`src/rtl/sar_adc_ctrl.sv`:
```
// Successive-approximation ADC controller: samples, then resolves one bit per
// step from MSB to LSB using an external DAC + comparator, and reports the code.
module sar_adc_ctrl #(
  parameter int NBITS      = 12,
  parameter int SAMPLE_CYC = 2,
  parameter int SETTLE     = 1
) (
  input  logic             CK,
  input  logic             RSTN,
  input  logic             START,
  input  logic             CMP,
  output logic             SAMPLE,
  output logic             BUSY,
  output logic [NBITS-1:0] DACODE,
  output logic [NBITS-1:0] DOUT,
  output logic             DVALID,
  output logic             OVR
);

  localparam int CNT_MAX = (SAMPLE_CYC > SETTLE + 1) ? SAMPLE_CYC : SETTLE + 1;
  localparam int CNT_W   = $clog2(CNT_MAX + 1);
  localparam int IDX_W   = $clog2(NBITS);

  localparam logic [CNT_W-1:0] SAMP_LAST   = CNT_W'(SAMPLE_CYC - 1);
  localparam logic [CNT_W-1:0] SETTLE_LAST = CNT_W'(SETTLE);
  localparam logic [IDX_W-1:0] IDX_MSB     = IDX_W'(NBITS - 1);

  typedef enum logic [1:0] {
    IDLE = 2'd0,
    SAMP = 2'd1,
    CONV = 2'd2
  } state_e;

  state_e           state_q, state_d;
  logic [CNT_W-1:0] cnt_q, cnt_d;
  logic [IDX_W-1:0] idx_q, idx_d;
  logic             sample_q, sample_d;
  logic             busy_q, busy_d;
  logic [NBITS-1:0] dacode_q, dacode_d;
  logic [NBITS-1:0] dout_q, dout_d;
  logic             dvalid_q, dvalid_d;
  logic             ovr_q, ovr_d;

  // The trial code doubles as the working result: bits above idx_q are
  // resolved, bit idx_q is the bit under trial, bits below are still zero.
  always_comb begin
    // NOTE: every _d gets a default before the case so no path infers a latch;
    // blocking assignments here are intentional, dacode_d is re-read below.
    state_d  = state_q;
    cnt_d    = cnt_q;
    idx_d    = idx_q;
    sample_d = sample_q;
    busy_d   = busy_q;
    dacode_d = dacode_q;
    dout_d   = dout_q;
    dvalid_d = 1'b0;
    ovr_d    = START & busy_q;

    case (state_q)
      IDLE: begin
        if (START) begin
          state_d  = SAMP;
          sample_d = 1'b1;
          busy_d   = 1'b1;
          cnt_d    = '0;
        end
      end
      SAMP: begin
        if (cnt_q == SAMP_LAST) begin
          state_d             = CONV;
          sample_d            = 1'b0;
          cnt_d               = '0;
          idx_d               = IDX_MSB;
          dacode_d            = '0;
          dacode_d[NBITS-1]   = 1'b1;
        end else begin
          cnt_d = cnt_q + CNT_W'(1);
        end
      end
      CONV: begin
        if (cnt_q == SETTLE_LAST) begin
          cnt_d           = '0;
          dacode_d[idx_q] = CMP;
          if (idx_q == '0) begin
            state_d  = IDLE;
            busy_d   = 1'b0;
            dvalid_d = 1'b1;
            dout_d   = dacode_d;
          end else begin
            idx_d                          = idx_q - IDX_W'(1);
            dacode_d[idx_q - IDX_W'(1)]    = 1'b1;
          end
        end else begin
          cnt_d = cnt_q + CNT_W'(1);
        end
      end
      default: begin
        state_d  = IDLE;
        sample_d = 1'b0;
        busy_d   = 1'b0;
      end
    endcase
  end

  always_ff @(posedge CK or negedge RSTN) begin
    if (!RSTN) begin
      state_q  <= IDLE;
      cnt_q    <= '0;
      idx_q    <= '0;
      sample_q <= 1'b0;
      busy_q   <= 1'b0;
      dacode_q <= '0;
      dout_q   <= '0;
      dvalid_q <= 1'b0;
      ovr_q    <= 1'b0;
    end else begin
      // NOTE: non-blocking for all state so every flop samples pre-edge values.
      state_q  <= state_d;
      cnt_q    <= cnt_d;
      idx_q    <= idx_d;
      sample_q <= sample_d;
      busy_q   <= busy_d;
      dacode_q <= dacode_d;
      dout_q   <= dout_d;
      dvalid_q <= dvalid_d;
      ovr_q    <= ovr_d;
    end
  end

  assign SAMPLE = sample_q;
  assign BUSY   = busy_q;
  assign DACODE = dacode_q;
  assign DOUT   = dout_q;
  assign DVALID = dvalid_q;
  assign OVR    = ovr_q;

endmodule
```
`config.mk`:
```
export PLATFORM = sky130hd
export DESIGN_NAME = sar_adc_ctrl
export DESIGN_NICKNAME = d
export VERILOG_FILES = /design/src/rtl/sar_adc_ctrl.sv
export SDC_FILE = /design/constraint.sdc
export NUM_CORES = 1
export LEC_CHECK = 0
export BUFFER_PORTS_ARGS = -buffer_cell sky130_fd_sc_hd__buf_2
export CORE_ASPECT_RATIO = 1.5
export CORE_MARGIN = 3
export CORE_UTILIZATION = 40
export DETAILED_ROUTE_END_ITERATION = 10
export PLACE_DENSITY = 0.63
export SYNTH_ARGS = -nofsm -noshare
export SYNTH_HDL_FRONTEND = slang
export SYNTH_SLANG_ARGS = --single-unit
```
`constraint.sdc`:
```
create_clock -name CK -period 2.4 [get_ports CK]
set_input_delay 0.24 -clock CK [delete_from_list [all_inputs] [get_ports CK]]
set_output_delay 0.24 -clock CK [all_outputs]
set_load 0.005 [all_outputs]
```
After elaboration in Yosys (flattened, before gate mapping) --
Cells that the tools add are included. Widths: inputs -> output; s select.
Cells by class: $add $sub $neg 2, multipliers 0, divide/modulo/power cells 0, $lt $le $gt $ge 4, equality and inequality tests 8, shift operators 0, multiplexer cells 30, bitwise logic cells 4, reduce and logical (&&, ||, !) cells 14
Operators with widths (count):
- $mux 12 | 3
- $pmux 12 s2 | 1
- $bwmux 12 | 1
- $mux 2 | 6
- $mux 4 | 3
- $or 12x12->12 | 1
- $reduce_and 4->1 | 3
- $lt 4x5->1 const B | 2
- $ne 2x2->1 const B | 5
- $mux 1 | 9
- $reduce_and 3->1 | 3
- $demux 1 s4 | 2
- $ge 4x1->1 const B | 2
- $pmux 4 s2 | 1
- $pmux 1 s3 | 2
- $pmux 2 s3 | 1
- $eq 2x1->1 const B | 2
- $logic_not 4->1 | 1
- $pmux 2 s2 | 1
- $reduce_bool 2->1 | 2
- $sub 4x1->4 const B | 1
- $add 2x1->2 const B | 1
- $eq 2x2->1 const B | 1
- $logic_and 1x1->1 | 2
- other kinds (5) | 6
Word-level totals: register bits after elaboration 36, latch bits 0, bits in writable memories 0, memory bits (read-only) 0, bits of input ports 4, output and inout port bits 28, logic and storage cells 71, memories kept 0

Logic depth before layout (Yosys ltp) --
Gate-level depths: netlist (run 1).
depth in word-level cells 9, depth in mapped cells 9, depth with buffers taken out 6

Worst setup path before layout (run 1) --
Ideal clock, no wire load.
kind reg-to-reg, start point register idx_q[0], end point register busy_q (netlist: BUSY), library setup time 0.125 ns, arrival time 1.706 ns, required time 2.275 ns, setup slack 0.569 ns, cell stages (with the launch flop) 7, path buffers 0, clock period less this slack 1.831 ns, cell sequence dfrtp_1 inv_1 ha_1 or3b_4 a21oi_4 nand2_2 mux2_4
On the way: word-level cells in the longest chain between the ends 3
Ends and longest elaborated chain:
- start: declaration | RTL line 36 | logic [IDX_W-1:0] idx_q, idx_d;
- start signal: assignment | RTL line 120 | idx_q <= idx_d;
- $logic_not 4->1 | RTL line 84 | if (idx_q == '0) begin
- $ne 2x2->1 (no line)
- $reduce_and 4->1 (no line)
- end signal: assignment | RTL line 122 | busy_q <= busy_d;
- end: declaration | RTL line 38 | logic busy_q, busy_d;
No other way between the ends. A chain may end at the register's enable or synchronous reset.

Final worst setup path (run 1) --
start point register state_q[0], end point register dacode_q[2] (netlist: DACODE[2])
On the way: word-level cells in the longest chain between the ends 3, elaborated cells between the ends (all ways) 7, those cells by class eq/ne (4); mux (1); reduce/logical (2)
Ends and longest elaborated chain:
- start: declaration | RTL line 34 | state_e state_q, state_d;
- start signal: assignment | RTL line 118 | state_q <= state_d;
- $eq 2x1->1 or $eq 2x2->1 (tied branches) | RTL line 59 | case (state_q)
- $ne 2x2->1 (no line) or $reduce_bool 2->1 (tied branches)
- $reduce_and 3->1 (no line)
- end signal: assignment | RTL line 123 | dacode_q <= dacode_d;
- end: declaration | RTL line 39 | logic [NBITS-1:0] dacode_q, dacode_d;
Parallel ways exist; a longest one is shown, timed or not.

==> metrics.txt, run 1 <==
Worst-Skew Late Latency=0.28 ns; initial antenna violation count=0; CTS Buffer Depth=2; FMAX=454.4 MHz; cts hold-fix bufs=0; DP Wirelength=3294 um; area of the mapped netlist=0.002058 mm^2; grt ovf=0; min Tclk post-route=2.201 ns; ys flop type=dfrtp_1; DP Area=0.002238 mm^2; largest fanout on the critical path=15; Post-CTS Resized=0; Critical Path Sink=DACODE[2]; Routed Wire Length=4490 um; FF+latch count, synth=36; r2r worst-path depth=6; global placement routability congestion=0.8159; HP Class=input port to asynchronous set/reset pin; Worst Max-Slew Pin Slew=0.9905 ns; FP Rows=31; Die X=64.57 um; CTS buffer count=5; sequential fraction of the synthesis area=43.77%; CTS tree=built; crit start category=flip-flop; largest net degree at the start of global routing=37; initial drt markers=68; Final Cell Area=0.002365 mm^2; Final Util=48.39%; Area Overhead vs Synth=14.89%; Final period util=91.69%; Boundary Pins=32; buffer count from post-CTS setup fixing=0; full die area=0.006060 mm^2; Clock Skews=0.004248 ns; CP startpoint=state_q[0]; syn nets=234; drt first pass iters=4; # diodes=0; Worst VDD drop=0.0004535 V; Final #Nets=259; Sink Count=36; Final Max Tran Viols=0; number of global-route vias before repair=1,516; Max Cap Viol=0; Hold WS=0.03621 ns; leak pwr=1.133 nW; vias per cell=5.387; status=completed; RSZ-0062 raised after global routing=no; r2r endpoint=DACODE[2]; Die Y=93.86 um; final hold vios=0; worst rel slew slack=33.52%; r2r startpoint=state_q[0]; Core ar.=0.004887 mm^2; commonest cells after routing, fill and taps aside=36 x dfrtp_1, 31 x buf_2, 25 x nor2_1, 25 x a21oi_1, 17 x nand2_1; setup TNS=0 ns; vias=1,686; CP required=2.59 ns; IO buf count=31; Final setup viols=0; Filler cells=491; most common cell after layout, fill and taps aside=dfrtp_1; CTS Root Cell=clkbuf_8; CTS clk-pin slew, worst paths=0.07 ns; final worst setup slack=0.1993 ns; synth warn=0; Async SR Flop Fraction=100.0%; Routed Antenna Nets=0; CTS HTree Levels=2; gr usage total=15.73%; routed len/inst=14.35 um; number of synthesized flops with an enable pin=0; worst path arrival time=2.39 ns; Gate Count Post-Synth=221; critical setup path kind=flip-flop to flip-flop; Initial Util=42.11%; count of cell types in the netlist=46; CP Capture Type=flip-flop; share of cells above drive strength 1=20.24%; pre-CTS setup slack=0.2448 ns; drt drc=0; first-pass GRT wire length=7445 um; R2R Setup Slk=0.20 ns; Power Density=1160 mW/mm^2; syn_area_per_cell=9.313 um^2
worst min-delay path by stage:
| stage | slack [ns] | cells after the start | endpoint | start |
|---|---|---|---|---|
| final | 0.04 | 1 | DVALID | RSTN |
| after global routing | 0.1 | 1 | DVALID | RSTN |
| after CTS | 0.07 | 1 | DVALID | RSTN |
| after detailed placement | 0.38 | 1 | DVALID | RSTN |
| after global placement | 0.38 | 1 | DVALID | RSTN |
| after floorplan | -0.06 | 0 | BUSY | RSTN |
per-layer routing:
metal  GRT usage, %  wire length (um)
met3          3.713               148
met4          4.233                37
met5              0                 0
met2          27.84              2383
met1          18.89              1920
per-stage QoR:
stage / power (mW) / std cells
final: 2.743 / 313
after global routing: 2.974 / 313
after CTS: 2.772 / 313
after detailed placement: 2.181 / 305
after global placement: 2.167 / 305
after floorplan: 1.828 / 221
worst max-delay path, cell delays in order, from the launching register on:
cell and delay, ns:
dfrtp_1 0.39, inv_1 0.10, ha_1 0.37, and3b_1 0.57, nand2_1 0.32, a2bb2oi_1 0.21, o211ai_1 0.14
flip-flops by register name (all words and copies together) (netlist names), 2 cells and up:
name / cells
idx_q: 4
DOUT: 12
state_q: 2
cnt_q: 2
DACODE: 12
cells in the mapped netlist, drive strengths merged (3+ instances only):
library cell | number | area share (%)
a21o | 4 | 1.5
a21oi | 26 | 6.9
a221o | 3 | 1.5
a2bb2oi | 3 | 1.3
a31oi | 7 | 2.1
buf | 8 | 2.4
clkbuf | 8 | 1.5
dfrtp | 36 | 44
ha | 9 | 5.5
inv | 6 | 1.1
mux2i | 11 | 5.3
nand2 | 18 | 3.4
nand2b | 3 | 0.91
nand3 | 7 | 1.7
nand3b | 3 | 1.1
nor2 | 26 | 5.1
o21a | 4 | 1.5
o21ai | 11 | 2.7
where the power goes:
group          internal [mW]  leakage, nW  total (mW)  switching [mW]
Clock                  0.367       0.0645       0.579           0.213
Sequential             0.811        0.449       0.979           0.168
Combinational          0.520        0.620        1.18           0.664
Total                   1.70         1.13        2.74            1.05
layout make-up:
class	count	area, um^2	share of cell area (%)
Clock buffer	7	96.34	4.074
Multi-Input combinational cell	163	1055	44.60
Tap cell	66	82.58	3.492
Timing Repair Buffer	34	177.7	7.513
Clock inverter	1	30.03	1.270
Inverter	6	22.52	0.9524
Sequential cell	36	900.9	38.10
kinds of logic (layout without fill, tap and decap cells):
logic type,Yosys count,count (layout),synth area share (%)
AOI/OAI and AO/OA,71,71,22.37
xor gates and xnor gates,1,1,0.4256
adders and majority gates,9,9,5.471
buffers and inverters,22,48,4.985
DFF,36,36,43.77
muxes,13,13,6.626
and+or+nand+nor,69,69,16.35
Note: power is estimated with default switching activity, not from simulation.
==> inputs of run 2 (changes only) <==
--- a/config.mk
+++ b/config.mk
@@ -7,7 +7,7 @@
 export LEC_CHECK = 0
 export BUFFER_PORTS_ARGS = -buffer_cell sky130_fd_sc_hd__buf_2
 export CORE_ASPECT_RATIO = 1.5
-export CORE_MARGIN = 3
+export CORE_MARGIN = 4
 export CORE_UTILIZATION = 40
 export DETAILED_ROUTE_END_ITERATION = 10
 export PLACE_DENSITY = 0.63
==> run 2 against run 1 <==
Effect of this change: routed wire length is 6.9% higher; sequential power increased by 0.5%; clock power down 8.8%; utilization shrank 0.61 points; sequential share of layout area rose by 0.18 points; clock skew increased by 0.0011 ns; global-route usage up 0.22 points; first-iteration DRC count increased by 16%; highest routed layer unchanged.
==> metrics.txt, run 2 (synthesized netlist as in run 1, its figures left out) <==
Clock Skews=0.005337 ns (was 0.004248 ns); Register Area=900.9 um^2 (unchanged); Max Cap Viol=0 (unchanged); CTS Root Cell=clkbuf_8 (unchanged); Die Y=95.86 um (was 93.86 um); final hold vios=0 (unchanged); # diodes=0 (unchanged); routed len/inst=15.29 um (was 14.35 um); Final setup viols=0 (unchanged); Worst VDD drop=0.0005198 V (was 0.0004535 V); largest fanout on the critical path=9 (was 15); Die X=66.57 um (was 64.57 um); leak pwr=1.129 nW (was 1.133 nW); Boundary Pins=32 (unchanged); full die area=0.006381 mm^2 (was 0.006060 mm^2); Sink Count=36 (unchanged); Power Density=1150 mW/mm^2 (was 1160 mW/mm^2); Filler cells=472 (was 491); Final Cell Area=0.002354 mm^2 (was 0.002365 mm^2); DP Wirelength=3431 um (was 3294 um); Final #Nets=260 (was 259); Core ar.=0.004926 mm^2 (was 0.004887 mm^2); drt drc=0 (unchanged); footprint of the multi-input gates=0.001055 mm^2 (unchanged); commonest cells after routing, fill and taps aside=36 x dfrtp_1, 31 x buf_2, 25 x nor2_1, 25 x a21oi_1, 17 x nand2_1 (unchanged); FP Rows=31 (unchanged); CTS Buffer Depth=2 (unchanged); Hold WS=0.03218 ns (was 0.03621 ns); min Tclk post-route=2.063 ns (was 2.201 ns); RSZ-0062 raised after global routing=no (unchanged); CP Capture Type=flip-flop (unchanged); CTS HTree Levels=2 (unchanged); DP Area=0.002246 mm^2 (was 0.002238 mm^2); IO buf count=31 (unchanged); critical setup path kind=flip-flop to flip-flop (unchanged); drt first pass iters=4 (unchanged); number of global-route vias before repair=1,531 (was 1,516); global placement routability congestion=0.8662 (was 0.8159); Area Overhead vs Synth=14.35% (was 14.89%); setup TNS=0 ns (unchanged); max incr delay on CP=0.45 ns (was 0.57 ns); Final period util=85.97% (was 91.69%); cts hold-fix bufs=0 (unchanged); Worst path slowest cell=and3b_1 (unchanged); most common cell after layout, fill and taps aside=dfrtp_1 (unchanged); crit start category=flip-flop (unchanged); final std cells w/o fill=314 (was 313); cells along the critical path=inv_1 > ha_1 > and3b_1 > nand2_1 > a2bb2oi_1 > o211ai_1 (unchanged); vias per cell=5.404 (was 5.387); Post-CTS Resized=0 (unchanged); Cells after DPL=306 (was 305); Initial Util=41.78% (was 42.11%); worst path arrival time=2.27 ns (was 2.39 ns); gr usage total=15.96% (was 15.73%); CTS clk-pin slew, worst paths=0.07 ns (about the same); Routed Wire Length=4802 um (was 4490 um); HP Class=input port to asynchronous set/reset pin (unchanged); worst rel slew slack=32.26% (was 33.52%); Final Util=47.78% (was 48.39%); CTS tree=built (unchanged); largest net degree at the start of global routing=37 (unchanged); first-pass GRT wire length=7734 um (was 7445 um); FMAX=484.7 MHz (was 454.4 MHz); Worst Max-Slew Pin Slew=1.009 ns (was 0.9905 ns); share of cells above drive strength 1=20.16% (was 20.24%); status=completed (unchanged); CP required=2.61 ns (was 2.59 ns); vias=1,697 (was 1,686); Worst-Skew Late Latency=0.29 ns (was 0.28 ns); CTS buffer count=5 (unchanged); R2R Setup Slk=0.34 ns (was 0.20 ns); Final Max Tran Viols=0 (unchanged); buffer count from post-CTS setup fixing=0 (unchanged); initial drt markers=79 (was 68); initial antenna violation count=0 (unchanged); grt ovf=0 (unchanged); Routed Antenna Nets=0 (unchanged)
## run 2: changes by cell type in the layout (fill, tap and decap cells not counted)
| cell | before | now |
|---|---|---|
| clkbuf_8 | 7 | 5 |
| clkbuf_1 | 0 | 1 |
| buf_4 | 3 | 4 |
| clkinv_2 | 0 | 1 |
## run 2: layout make-up
cell class	count	share of cell area, %
Multi-Input combinational cell	163	44.82
Sequential cell	36	38.28
Timing Repair Buffer	35	7.868
Tap cell	66	3.509
Clock buffer	6	3.083
Clock inverter	2	1.489
Inverter	6	0.9569
## run 2: power by group
group | leakage, nW | total (mW) | internal, mW | switching, mW
logic | 0.625 | 1.19 | 0.525 | 0.670
registers | 0.449 | 0.984 | 0.811 | 0.174
clock network | 0.0552 | 0.528 | 0.308 | 0.220
## run 2: worst max-delay path, delay by kind of cell, from the launching register on
| family | cells | cell delay, ns |
|---|---|---|
| AND/OR/NAND/NOR | 2 | 0.75 |
| AO/OA/AOI/OAI | 2 | 0.35 |
| adder cells (fa/ha/maj) | 1 | 0.39 |
| flip-flops | 1 | 0.39 |
| buffers and inverters | 1 | 0.10 |
## run 2: routing by layer
layer	GRT usage, %	share of wire (%)	wire (um)	vias up
li1	-	-	-	834
met1	19.00	42	2000	804
met2	27.90	52	2481	50
met3	3.271	4.3	207	9
met4	5.932	2.4	114	0
met5	0	0	0	-
## run 2: final timing paths
path,from,to,depth (start not counted)
setup / recovery,state_q[0],DACODE[2],6
hold / removal,RSTN,DACODE[7],1
setup reg to reg,state_q[0],DACODE[2],6
hold reg to reg,DOUT[0],DOUT[0],1
max in group asynchronous,RSTN,DACODE[9],1
min in group CK,START,OVR,2
## run 2: per-stage QoR
stage	setup slack, ns	power (mW)
floorplan	0.5693	1.828
global placement	0.3388	2.178
detailed placement	0.3187	2.194
CTS	0.2957	2.735
global route	0.2020	2.909
finish	0.3367	2.708
==> inputs of run 3 (changes only) <==
--- a/config.mk
+++ b/config.mk
@@ -8,9 +8,9 @@
 export BUFFER_PORTS_ARGS = -buffer_cell sky130_fd_sc_hd__buf_2
 export CORE_ASPECT_RATIO = 1.5
 export CORE_MARGIN = 4
-export CORE_UTILIZATION = 40
+export CORE_UTILIZATION = 50
 export DETAILED_ROUTE_END_ITERATION = 10
-export PLACE_DENSITY = 0.63
+export PLACE_DENSITY = 0.75
 export SYNTH_ARGS = -nofsm -noshare
 export SYNTH_HDL_FRONTEND = slang
 export SYNTH_SLANG_ARGS = --single-unit
==> run 3 against run 2 <==
Effect of this change: global-route usage is 3.5 points higher; worst setup slack worse by 0.057 ns; via count hardly changed; fmax is 2.7% lower; sequential share of layout area is 0.94 points higher; first-iteration DRC count stayed put; routed wire length is 5.2% lower; combinational power hardly changed; total power is 4.7% lower; clock skew is 0.0011 ns lower.
==> metrics.txt, run 3 (synthesized netlist as in run 1, its figures left out) <==
CTS HTree Levels=2 (unchanged); Final period util=88.36% (was 85.97%); DP Wirelength=3297 um (was 3431 um); min Tclk post-route=2.121 ns (was 2.063 ns); Worst-Skew Late Latency=0.29 ns (about the same); FMAX=471.6 MHz (was 484.7 MHz); final hold vios=0 (unchanged); most common cell after layout, fill and taps aside=dfrtp_1 (unchanged); Routed Wire Length=4551 um (was 4802 um); Core ar.=0.003959 mm^2 (was 0.004926 mm^2); commonest cells after routing, fill and taps aside=36 x dfrtp_1, 31 x buf_2, 25 x nor2_1, 25 x a21oi_1, 17 x nand2_1 (unchanged); CP required=2.61 ns (about the same); vias=1,698 (was 1,697); Routed Antenna Nets=0 (unchanged); Final Util=58.03% (was 47.78%); Final setup viols=0 (unchanged); Post-CTS Resized=0 (unchanged); worst path arrival time=2.33 ns (was 2.27 ns); initial antenna violation count=0 (unchanged); CP Capture Type=flip-flop (unchanged); global placement routability congestion=0.8484 (was 0.8662); Sink Count=36 (unchanged); grt ovf=0 (unchanged); worst rel slew slack=29.61% (was 32.26%); CTS tree=built (unchanged); number of global-route vias before repair=1,699 (was 1,531); largest fanout on the critical path=15 (was 9); IO buf count=31 (unchanged); drt drc=0 (unchanged); leak pwr=1.115 nW (was 1.129 nW); CTS buffer count=5 (unchanged); Power Density=1123 mW/mm^2 (was 1150 mW/mm^2); Die Y=86.58 um (was 95.86 um); Worst Max-Slew Pin Slew=1.049 ns (was 1.009 ns); cts hold-fix bufs=0 (unchanged); Max Cap Viol=0 (unchanged); setup TNS=0 ns (unchanged); vias per cell=5.815 (was 5.404); crit start category=flip-flop (unchanged); status=completed (unchanged); share of cells above drive strength 1=19.84% (was 20.16%); # diodes=0 (unchanged); CTS clk-pin slew, worst paths=0.07 ns (about the same); FP Rows=28 (was 31); drt first pass iters=4 (unchanged); Worst VDD drop=0.0007279 V (was 0.0005198 V); Clock Skews=0.004215 ns (was 0.005337 ns); RSZ-0062 raised after global routing=no (unchanged); Final Max Tran Viols=0 (unchanged); critical setup path kind=flip-flop to flip-flop (unchanged); Boundary Pins=32 (unchanged); first-pass GRT wire length=7659 um (was 7734 um); Initial Util=51.99% (was 41.78%); Die X=60.39 um (was 66.57 um); CTS Buffer Depth=2 (unchanged); routed len/inst=15.59 um (was 15.29 um); gr usage total=19.44% (was 15.96%); HP Class=input port to asynchronous set/reset pin (unchanged); Area Overhead vs Synth=11.61% (was 14.35%); full die area=0.005228 mm^2 (was 0.006381 mm^2); buffer count from post-CTS setup fixing=0 (unchanged); initial drt markers=79 (unchanged); CTS Root Cell=clkbuf_8 (unchanged); Final #Nets=260 (unchanged); largest net degree at the start of global routing=37 (unchanged)
run 3: cell count changes in the layout (fill, tap and decap cells not counted):
cell,change
bufinv_16,-1
run 3: worst paths after layout:
check	to	slack (ns)	startpoint	cells after the start
worst max-delay path	DACODE[2]	0.28	state_q[0]	6
worst min-delay path	DOUT[1]	0.04	RSTN	1
worst max register to register	DACODE[2]	0.28	state_q[0]	6
worst min register to register	DOUT[0]	0.52	DOUT[0]	1
max in group asynchronous	DACODE[9]	1.86	RSTN	1
min in group CK	OVR	0.20	START	2
run 3: power by group:
| group | leakage [nW] | internal (mW) | total (mW) | switching, mW |
|---|---|---|---|---|
| Combinational | 0.625 | 0.525 | 1.20 | 0.671 |
| Sequential | 0.449 | 0.811 | 0.984 | 0.173 |
| Clock | 0.0410 | 0.197 | 0.401 | 0.204 |
| Total | 1.11 | 1.53 | 2.58 | 1.05 |
run 3: through the flow:
step / total power, mW / instances / cell area [um^2] / hold WS [ns] / setup WS (ns)
6_report: 2.580 / 292 / 2297 / 0.03811 / 0.2794
5_1_grt: 2.806 / 292 / 2297 / 0.1055 / 0.07057
4_1_cts: 2.599 / 292 / 2297 / 0.06826 / 0.3081
3_5_place_dp: 2.192 / 285 / 2220 / 0.3726 / 0.3364
3_3_place_gp: 2.163 / 285 / 2220 / 0.3715 / 0.4227
2_1_floorplan: 1.828 / 221 / 2058 / -0.05559 / 0.5693
run 3: layer usage:
layer,vias to the layer above,share of wire (%),track usage [%]
met2,61,53,33.86
met5,-,0,0
li1,831,-,-
met4,0,3.0,9.073
met1,791,39,21.80
met3,15,5.1,4.173
run 3: worst max-delay path, stage by stage (launching register included):
cell and delay, ns:
dfrtp_1 0.39, inv_1 0.10, ha_1 0.35, and3b_1 0.54, nand2_1 0.30, a2bb2oi_1 0.21, o211ai_1 0.15
run 3: cell type report:
| cell class | instances | area (um^2) |
|---|---|---|
| inverters | 6 | 22.52 |
| repair buffers | 35 | 185.2 |
| clock buffers | 6 | 72.57 |
| multi-input cells | 163 | 1055 |
| well taps | 45 | 56.30 |
| flip-flops and latches | 36 | 900.9 |
| fillers | 365 | 1662 |
| clock inverters | 1 | 5.005 |
